## src/rtl/ddr_psi_pkg.sv

```systemverilog
// Shared constants, descriptor layout and scheduler state encoding for the
// periodic PSI/SI DDR3 read-request initiator.
package ddr_psi_pkg;

  localparam int unsigned DESC_W   = 36;
  localparam int unsigned ADDR_W   = 28;
  localparam int unsigned LEN_W    = 8;
  localparam int unsigned LEN_MSB  = 35;
  localparam int unsigned LEN_LSB  = 28;
  localparam int unsigned ADDR_MSB = 27;

  // Descriptor as consumed by ddr_addr_treat: len in the top byte, addr below.
  typedef struct packed {
    logic [LEN_W-1:0]  len;
    logic [ADDR_W-1:0] addr;
  } psi_desc_t;

  typedef enum logic {
    ST_IDLE = 1'b0,
    ST_SCAN = 1'b1
  } sched_state_e;

endpackage

```

## src/rtl/ddr_psi_tick_gen.sv

```systemverilog
// Period prescaler: tick is high for one cycle every TICK_DIV clocks.
module ddr_psi_tick_gen #(
  parameter int unsigned TICK_DIV = 27000
) (
  input  logic clk,
  input  logic rst,
  output logic tick
);

  localparam int unsigned CNT_W = (TICK_DIV > 1) ? $clog2(TICK_DIV) : 1;

  logic [CNT_W-1:0] cnt;

  // tick is registered one count early so it is high exactly while cnt == TICK_DIV-1
  always_ff @(posedge clk) begin
    if (rst) begin
      cnt  <= '0;
      tick <= 1'b0;
    end else begin
      if (cnt == CNT_W'(TICK_DIV - 1)) begin
        cnt <= '0;
      end else begin
        cnt <= cnt + CNT_W'(1);
      end
      tick <= (cnt == CNT_W'(TICK_DIV - 2));
    end
  end

endmodule

```

## src/rtl/ddr_psi_rd_sched.sv

```systemverilog
// Periodic PSI/SI read-descriptor scheduler: per-entry countdowns raise pend
// bits on ticks, a round-robin scan issues one descriptor per pending entry.
module ddr_psi_rd_sched
  import ddr_psi_pkg::*;
#(
  parameter int unsigned NUM_ENTRIES = 8,
  parameter int unsigned IDX_W       = 3,
  parameter int unsigned TICK_DIV    = 27000,
  parameter int unsigned PERIOD_W    = 16
) (
  input  logic                clk,
  input  logic                rst,
  input  logic                cfg_wr,
  input  logic [IDX_W-1:0]    cfg_idx,
  input  logic [27:0]         cfg_addr,
  input  logic [7:0]          cfg_len,
  input  logic [PERIOD_W-1:0] cfg_period,
  input  logic                cfg_en,
  input  logic                addr_full,
  output logic [35:0]         psi_addr_dout,
  output logic                psi_addr_dout_en,
  output logic [15:0]         missed_cnt,
  output logic                busy
);

  logic [ADDR_W-1:0]   tbl_addr   [NUM_ENTRIES];
  logic [LEN_W-1:0]    tbl_len    [NUM_ENTRIES];
  logic [PERIOD_W-1:0] tbl_period [NUM_ENTRIES];
  logic [PERIOD_W-1:0] tbl_cnt    [NUM_ENTRIES];
  logic [NUM_ENTRIES-1:0] tbl_en;
  logic [NUM_ENTRIES-1:0] pend;
  logic [IDX_W-1:0]       ptr;
  sched_state_e           state;

  logic                   tick;
  logic [NUM_ENTRIES-1:0] cfg_v, set_v, clr_v, miss_v, pend_nxt;
  logic [PERIOD_W-1:0]    cfg_period_eff;
  logic                   cur_pend, cur_len_nz, cfg_hit_ptr;
  logic                   scan_clr, scan_adv, issue;
  psi_desc_t              desc;

  ddr_psi_tick_gen #(
    .TICK_DIV (TICK_DIV)
  ) u_tick_gen (
    .clk  (clk),
    .rst  (rst),
    .tick (tick)
  );

  // Scan decision and per-entry pend update; cfg beats tick, tick beats issue clear
  always_comb begin
    cfg_period_eff = (cfg_period == '0) ? PERIOD_W'(1) : cfg_period;
    cur_pend       = pend[ptr];
    cur_len_nz     = (tbl_len[ptr] != '0);
    cfg_hit_ptr    = cfg_wr && (cfg_idx == ptr);
    scan_clr       = (state == ST_SCAN) && cur_pend && (!cur_len_nz || !addr_full);
    scan_adv       = (state == ST_SCAN) && (!cur_pend || scan_clr);
    issue          = scan_clr && cur_len_nz && !cfg_hit_ptr;
    desc.len       = tbl_len[ptr];
    desc.addr      = tbl_addr[ptr];
    for (int i = 0; i < NUM_ENTRIES; i++) begin
      cfg_v[i]    = cfg_wr && (cfg_idx == IDX_W'(i));
      set_v[i]    = tick && tbl_en[i] && (tbl_cnt[i] == PERIOD_W'(1)) && !cfg_v[i];
      clr_v[i]    = scan_clr && (ptr == IDX_W'(i));
      miss_v[i]   = set_v[i] && pend[i] && !clr_v[i];
      pend_nxt[i] = ((pend[i] && !clr_v[i]) || set_v[i]) && !cfg_v[i];
    end
  end

  always_ff @(posedge clk) begin
    if (rst) begin
      for (int i = 0; i < NUM_ENTRIES; i++) begin
        tbl_addr[i]   <= '0;
        tbl_len[i]    <= '0;
        tbl_period[i] <= '0;
        tbl_cnt[i]    <= '0;
      end
      tbl_en           <= '0;
      pend             <= '0;
      ptr              <= '0;
      state            <= ST_IDLE;
      psi_addr_dout    <= '0;
      psi_addr_dout_en <= 1'b0;
      missed_cnt       <= '0;
      busy             <= 1'b0;
    end else begin
      for (int i = 0; i < NUM_ENTRIES; i++) begin
        if (cfg_v[i]) begin
          tbl_addr[i]   <= cfg_addr;
          tbl_len[i]    <= cfg_len;
          tbl_period[i] <= cfg_period_eff;
          tbl_en[i]     <= cfg_en;
          tbl_cnt[i]    <= cfg_period_eff;
        end else if (tick && tbl_en[i]) begin
          tbl_cnt[i] <= (tbl_cnt[i] == PERIOD_W'(1)) ? tbl_period[i]
                                                     : tbl_cnt[i] - PERIOD_W'(1);
        end
      end
      pend <= pend_nxt;
      if (scan_adv) begin
        ptr <= ptr + IDX_W'(1);
      end
      state            <= (|pend_nxt) ? ST_SCAN : ST_IDLE;
      busy             <= |pend_nxt;
      psi_addr_dout_en <= issue;
      if (issue) begin
        psi_addr_dout <= desc;
      end
      if ((|miss_v) && (missed_cnt != 16'hFFFF)) begin
        missed_cnt <= missed_cnt + 16'd1;
      end
    end
  end

endmodule

```

## config.mk

```make
export PLATFORM = sky130hd
export DESIGN_NAME = ddr_psi_rd_sched
export DESIGN_NICKNAME = d
export VERILOG_FILES = /design/src/rtl/ddr_psi_pkg.sv /design/src/rtl/ddr_psi_tick_gen.sv /design/src/rtl/ddr_psi_rd_sched.sv
export SDC_FILE = /design/constraint.sdc
export NUM_CORES = 1
export LEC_CHECK = 0
export BUFFER_PORTS_ARGS = -buffer_cell sky130_fd_sc_hd__buf_4
export CORE_AREA = 2 2 228 230
export CTS_CLUSTER_DIAMETER = 80
export DETAILED_ROUTE_END_ITERATION = 8
export DIE_AREA = 0 0 230 232
export PLACE_DENSITY = 0.75
export SLEW_MARGIN = 25
export SYNTH_ARGS = -nofsm -noshare
export SYNTH_HDL_FRONTEND = slang
export SYNTH_HIERARCHICAL = 1
export SYNTH_SLANG_ARGS = --single-unit
export TNS_END_PERCENT = 20
```

## constraint.sdc

```tcl
create_clock -name clk -period 10.15 [get_ports clk]
set_input_delay 0.5075 -clock clk [delete_from_list [all_inputs] [get_ports clk]]
set_output_delay 0.5075 -clock clk [all_outputs]
set_load 0.005 [all_outputs]
```

* Word level (Yosys, flattened, before mapping)
Memory sizes are Yosys's and may differ from the RTL's. A register that Yosys moved wholly into a read port is not among the register bits.
Cells that the tools add are included.
** Operators by class
- Magnitude comparators :: 1
- Reduce and logical (&&, ||, !) cells :: 116
- Equal/unequal tests :: 26
- Bitwise gates (word level) :: 40
- Mux-type cells :: 112
- Add/sub/neg operators :: 11
** Operators with widths (count)
- $mux 16 :: 33
- $mux 28 :: 8
- $eq 16x1->1 const B :: 8
- $sub 16x1->16 const B :: 8
- $logic_and 1x1->1 :: 79
- $mux 8 :: 8
- $mux 1 :: 60
- $or 1x1->1 :: 40
- $eq 15x15->1 const B :: 2
- $eq 3x3->1 const B :: 8
- $logic_not 1->1 :: 20
- $add 16x1->16 const B :: 1
- $logic_not 16->1 :: 1
- $ne 16x16->1 const B :: 1
- $reduce_or 8->1 :: 2
- $add 15x1->15 const B :: 1
- $eq 3x2->1 const B :: 4
- $logic_or 1x1->1 :: 10
- $reduce_bool 8->1 :: 1
- $eq 3x1->1 const B :: 2
- $logic_not 3->1 :: 2
- $mux 3 :: 2
- $lt 3x4->1 const B :: 1
- $add 3x1->3 const B :: 1
- other kinds (3) :: 3
** Word-level totals
- Bits in registers :: 90
- Input bits :: 60
- Logic and storage cells :: 327
- Bits in writable memories :: 544
- Memories kept :: 4
** Memory list
- tbl_addr :: depth 8, bits a word 28, read ports 1, clocked after memory_dff 1, wr ports 8, RTL line ddr_psi_rd_sched.sv:26 : logic [ADDR_W-1:0] tbl_addr [NUM_ENTRIES];
- tbl_cnt :: depth 8, bits a word 16, read ports 8, clocked after memory_dff 0, wr ports 8, RTL line ddr_psi_rd_sched.sv:29 : logic [PERIOD_W-1:0] tbl_cnt [NUM_ENTRIES];
- tbl_period :: depth 8, bits a word 16, read ports 8, clocked after memory_dff 0, wr ports 8, RTL line ddr_psi_rd_sched.sv:28 : logic [PERIOD_W-1:0] tbl_period [NUM_ENTRIES];
- tbl_len :: depth 8, bits a word 8, read ports 1, clocked after memory_dff 1, wr ports 8, RTL line ddr_psi_rd_sched.sv:27 : logic [LEN_W-1:0] tbl_len [NUM_ENTRIES];

* Logic depth before layout (Yosys ltp)
- Depth after elaboration :: 11
- Gate-level depth with buffers :: 13
- Mapped depth without buffers :: 10

* Cells and area by module
The synthesis kept the hierarchy.
** Modules (own cells, without submodules)
- ddr_psi_rd_sched :: area an instance 28498.6 um^2, seq. area each 17857.1 um^2, times used 1, cells an instance 2424
- ddr_psi_tick_gen :: area an instance 724.4 um^2, seq. area each 320.3 um^2, times used 1, cells an instance 82

* Least setup slack after synthesis
OpenSTA, ideal clock, no wires.
- Path kind :: register to register
- Start :: reg ptr[0]
- End :: reg missed_cnt[13]
- Data required time :: 10027 ps
- Cell stages (with the launch flop) :: 13
- Library setup time :: 123 ps
- Period minus slack after synthesis :: 3678 ps
- Path buffers :: 3
- Setup slack :: 6472 ps
- Data arrival time :: 3555 ps
- Cells stage by stage :: dfxtp_1 clkbuf_1 clkbuf_1 buf_1 inv_1 ha_1 nor2b_1 o21ai_0 a2111oi_0 o311ai_1 a2111oi_4 nor4b_1 mux2_1
** Between the ends
- Word-level cells in the longest chain between the ends :: 9
- Elaborated cells on any way between the ends :: 38
** RTL lines
- start: declaration :: RTL line ddr_psi_rd_sched.sv:32 : logic [IDX_W-1:0] ptr;
- start signal: assignment :: RTL line ddr_psi_rd_sched.sv:101 : ptr <= ptr + IDX_W'(1);
- $bmux 1 s3 :: RTL line ddr_psi_rd_sched.sv:53 : cur_pend = pend[ptr];
- $mux 1 (implied by the code) :: RTL line ddr_psi_rd_sched.sv:53
- $logic_and 1x1->1 (2 in series) :: RTL line ddr_psi_rd_sched.sv:56 : scan_clr = (state == ST_SCAN) && cur_pend && (!cur_len_nz || !addr_full);
- $logic_and 1x1->1 :: RTL line ddr_psi_rd_sched.sv:64 : clr_v[i] = scan_clr && (ptr == IDX_W'(i));
- $logic_not 1->1 :: RTL line ddr_psi_rd_sched.sv:65 : miss_v[i] = set_v[i] && pend[i] && !clr_v[i];
- $logic_and 1x1->1 :: RTL line ddr_psi_rd_sched.sv:65
- $reduce_or 8->1 (*) :: RTL line ddr_psi_rd_sched.sv:109 : if ((|miss_v) && (missed_cnt != 16'hFFFF)) begin
- $logic_and 1x1->1 (*) :: RTL line ddr_psi_rd_sched.sv:109
- end signal: assignment :: RTL line ddr_psi_rd_sched.sv:110 : missed_cnt <= missed_cnt + 16'd1;
- end: declaration :: RTL line ddr_psi_rd_sched.sv:22 : output logic [15:0] missed_cnt,
Every way passes the cells marked *; elsewhere a longest branch is shown, timed or not. The select of a mux whose other input is x is not followed.
A chain may end at the register's enable or synchronous reset.

==> metrics.txt <==
Setup Buffers After CTS=0; share of post-route cells with drive strength above 1=0.133; CTS buffer count=66; Final Non-Filler Cells=3289; Ports=114; Detail Route Antenna Nets=0; PD cells=178 nW/um^2; crit-path max FO=65; count of TritonRoute iterations in the first routing pass=7; die height=232 um; Pwr Total=5.81 mW; num rows=83; CTS Sinks=636; CP Cell Sequence=mux4_1 -> mux2_2 -> or4_1 -> o21ai_1 -> nand2_1 -> a311oi_4 -> buf_4 -> nor2_1 -> a311oi_1; unrepaired setup endpoints after global routing=false; Req. time, crit path=10.65 ns; final WL=74600 um; Worst path max stage delay=0.93 ns; CTS H-tree depth=3; post-synthesis cell count=2506; Setup Slack @ Placement=5.20 ns; Synth Cell Area=29200 um^2; fmax=200 MHz; vias in the first global route=20345; routed vias/inst=6.30; setup TNS=0 ns; clock tree from TritonCTS=yes; number of max-cap violations=0; initial antenna violation count=3; DRT iter0 DRCs=2420; worst vdd ir=0.000128 V; EDFF count, synth=544; Syn. warnings=34; # resized after CTS=0; die width=230 um; Synth async-reset ratio=0; post-synthesis sequential area ratio=0.622; Initial Util=0.574; worst-margin pin slew=1.01 ns; Port Buffers=113; clk slew on worst S/H paths=0.06 ns; RD Place Congestion=0.877; hpwl dp=42100 um; critical path's slowest cell=dfxtp_1; final setup skew=0.0289 ns; clk root buf=clkbuf_16; LEAKAGE=11.6 nW; Worst EP arrival=5.49 ns; Fin. Hold Viols=0; slew margin rel.=0.324; DRC errors left=0; #FFs+latches synth=636; Syn Nets=2591; final setup fails=0; first-pass GRT wire length=114000 um; Post-synth top flop=edfxtp_1; WL/cell=22.7 um; max-slew violation count=0; Post-layout nets=2641; Core Area=50900 um^2; via count=20730; WS Path Type=flop to flop; fin crit period=4.99 ns; Yosys cell types=67; mean post-synth cell area=11.7 um^2; die area=53400 um^2; Post-Place Cells=3167; setup ws final=5.16 ns; Critical Path Start Type=flop; worst min path class=primary input to flop; HP Start=cfg_en; Final period util=0.491; Crit. End Element=flop; area grow syn2layout=12.0%; CTS Hold Bufs=0; global-route usage over all layers=0.279; largest net degree at the start of global routing=72; clk_lat worst skew=0.61 ns; Clock Tree Buf Depth=3; status=finished clean; fill count=3802; grt ovf=0
[cells in the mapped netlist (all sizes together) (5+ instances only)]
cell type / number / area, um^2
a211oi: 24 / 180
a21oi: 45 / 225
a311oi: 29 / 254
and2: 6 / 37.5
buf: 27 / 166
clkbuf: 135 / 507
dfxtp: 92 / 1840
edfxtp: 544 / 16300
ha: 25 / 313
inv: 90 / 338
mux2: 12 / 135
mux2i: 17 / 170
mux4: 74 / 1710
nand2: 288 / 1080
nand3: 52 / 260
nand3b: 5 / 37.5
nand4: 19 / 119
nor2: 481 / 1810
nor2b: 20 / 125
nor3: 42 / 210
nor3b: 5 / 37.5
nor4: 31 / 194
o2111ai: 7 / 61.3
o211ai: 9 / 67.6
o21ai: 111 / 556
o22ai: 96 / 601
o311ai: 6 / 52.6
o31ai: 10 / 75.1
o41ai: 6 / 52.6
or2: 8 / 50.1
or3: 13 / 81.3
or4: 18 / 143
xnor2: 72 / 631
xor2: 38 / 333
[where the power goes]
part | internal [mW] | switching (mW) | total (mW) | leakage [nW]
Combinational | 0.108 | 0.231 | 0.339 | 4.45
Sequential | 2.99 | 0.0587 | 3.05 | 6.13
Clock | 1.41 | 1.02 | 2.42 | 1.06
[per-layer routing]
metal | GRT usage | vias up | wire (um)
met4 | 0.111 | 6 | 2340
li1 | - | 9235 | -
met3 | 0.0522 | 184 | 7190
met5 | 0 | - | 39
met1 | 0.369 | 10228 | 29200
met2 | 0.458 | 1077 | 35800
[logic make-up (layout without fill, tap and decap cells)]
logic type | Yosys count | in the layout | share of synthesized area
and+or+nand+nor | 1011 | 1011 | 0.150
DFF | 636 | 636 | 0.622
AOI/OAI and AO/OA | 369 | 369 | 0.0811
buffers and inverters | 252 | 354 | 0.0346
xor gates and xnor gates | 110 | 110 | 0.0330
muxes | 103 | 103 | 0.0689
adders and majority gates | 25 | 25 | 0.0107
other | 0 | 1 | 0
[path summary, 6_finish.rpt]
check	to	slack [ns]	depth (start not counted)
hold / removal	tbl_en[3]	0.22	3
setup reg to reg	psi_addr_dout[9]	5.16	9
hold reg to reg	u_tick_gen/cnt[0]	0.48	1
setup / recovery	psi_addr_dout[9]	5.16	9
[critical path: cells and delay by family, from the launching register on]
kind / cells / cell delay (ns)
mux: 2 / 1.00
compound gates: 3 / 1.20
simple gates: 3 / 0.98
flops: 1 / 0.93
buf+inv: 1 / 0.72
[flip-flops by register name, indices dropped and copies added (netlist names), named ones only]
name and flops:
tbl_period 128, tbl_en 8, tbl_cnt 128, tbl_addr 224, u_tick_gen/cnt 15, missed_cnt 16
psi_addr_dout 36, ptr 3, psi_addr_dout_en 1, pend 8, tbl_len 64, busy 1
u_tick_gen/tick 1
[cells in the final DEF (no fill, tap or decap), drive strengths merged, types with 18 or more instances in the layout]
cell / Yosys / layout
o21ai: 111 / 111
a21oi: 45 / 45
nand4: 19 / 19
nor2b: 20 / 20
nor2: 481 / 481
edfxtp: 544 / 544
nor3: 42 / 42
nand3: 52 / 52
clkbuf: 135 / 89
dfxtp: 92 / 92
a211oi: 24 / 24
or4: 18 / 18
ha: 25 / 25
mux4: 74 / 74
buf: 27 / 144
clkinv: 0 / 24
inv: 90 / 90
nand2: 288 / 288
xnor2: 72 / 72
xor2: 38 / 38
o22ai: 96 / 96
nor4: 31 / 31
a311oi: 29 / 29
[through the flow]
| step | area [um^2] | util | hold WS, ns |
|---|---|---|---|
| 6_report | 32700 | 0.643 | 0.215 |
| 5_1_grt | 32700 | 0.643 | 0.204 |
| 4_1_cts | 32700 | 0.643 | 0.185 |
| 3_5_place_dp | 30500 | 0.600 | 0.467 |
| 3_3_place_gp | 30500 | 0.600 | 0.455 |
| 2_1_floorplan | 29200 | - | 0.441 |
[layout make-up]
class | count | area [um^2] | share of cell area
clock buffer | 89 | 1830 | 0.0560
clock inverter | 31 | 320 | 0.00979
tap | 680 | 851 | 0.0260
inverter | 90 | 340 | 0.0104
multi-input combinational | 1618 | 10100 | 0.309
sequential | 636 | 18200 | 0.556
timing repair buffer | 144 | 1090 | 0.0333
antenna | 1 | 2.50 | 0.0000765
Note: power is estimated with default switching activity, not from simulation.
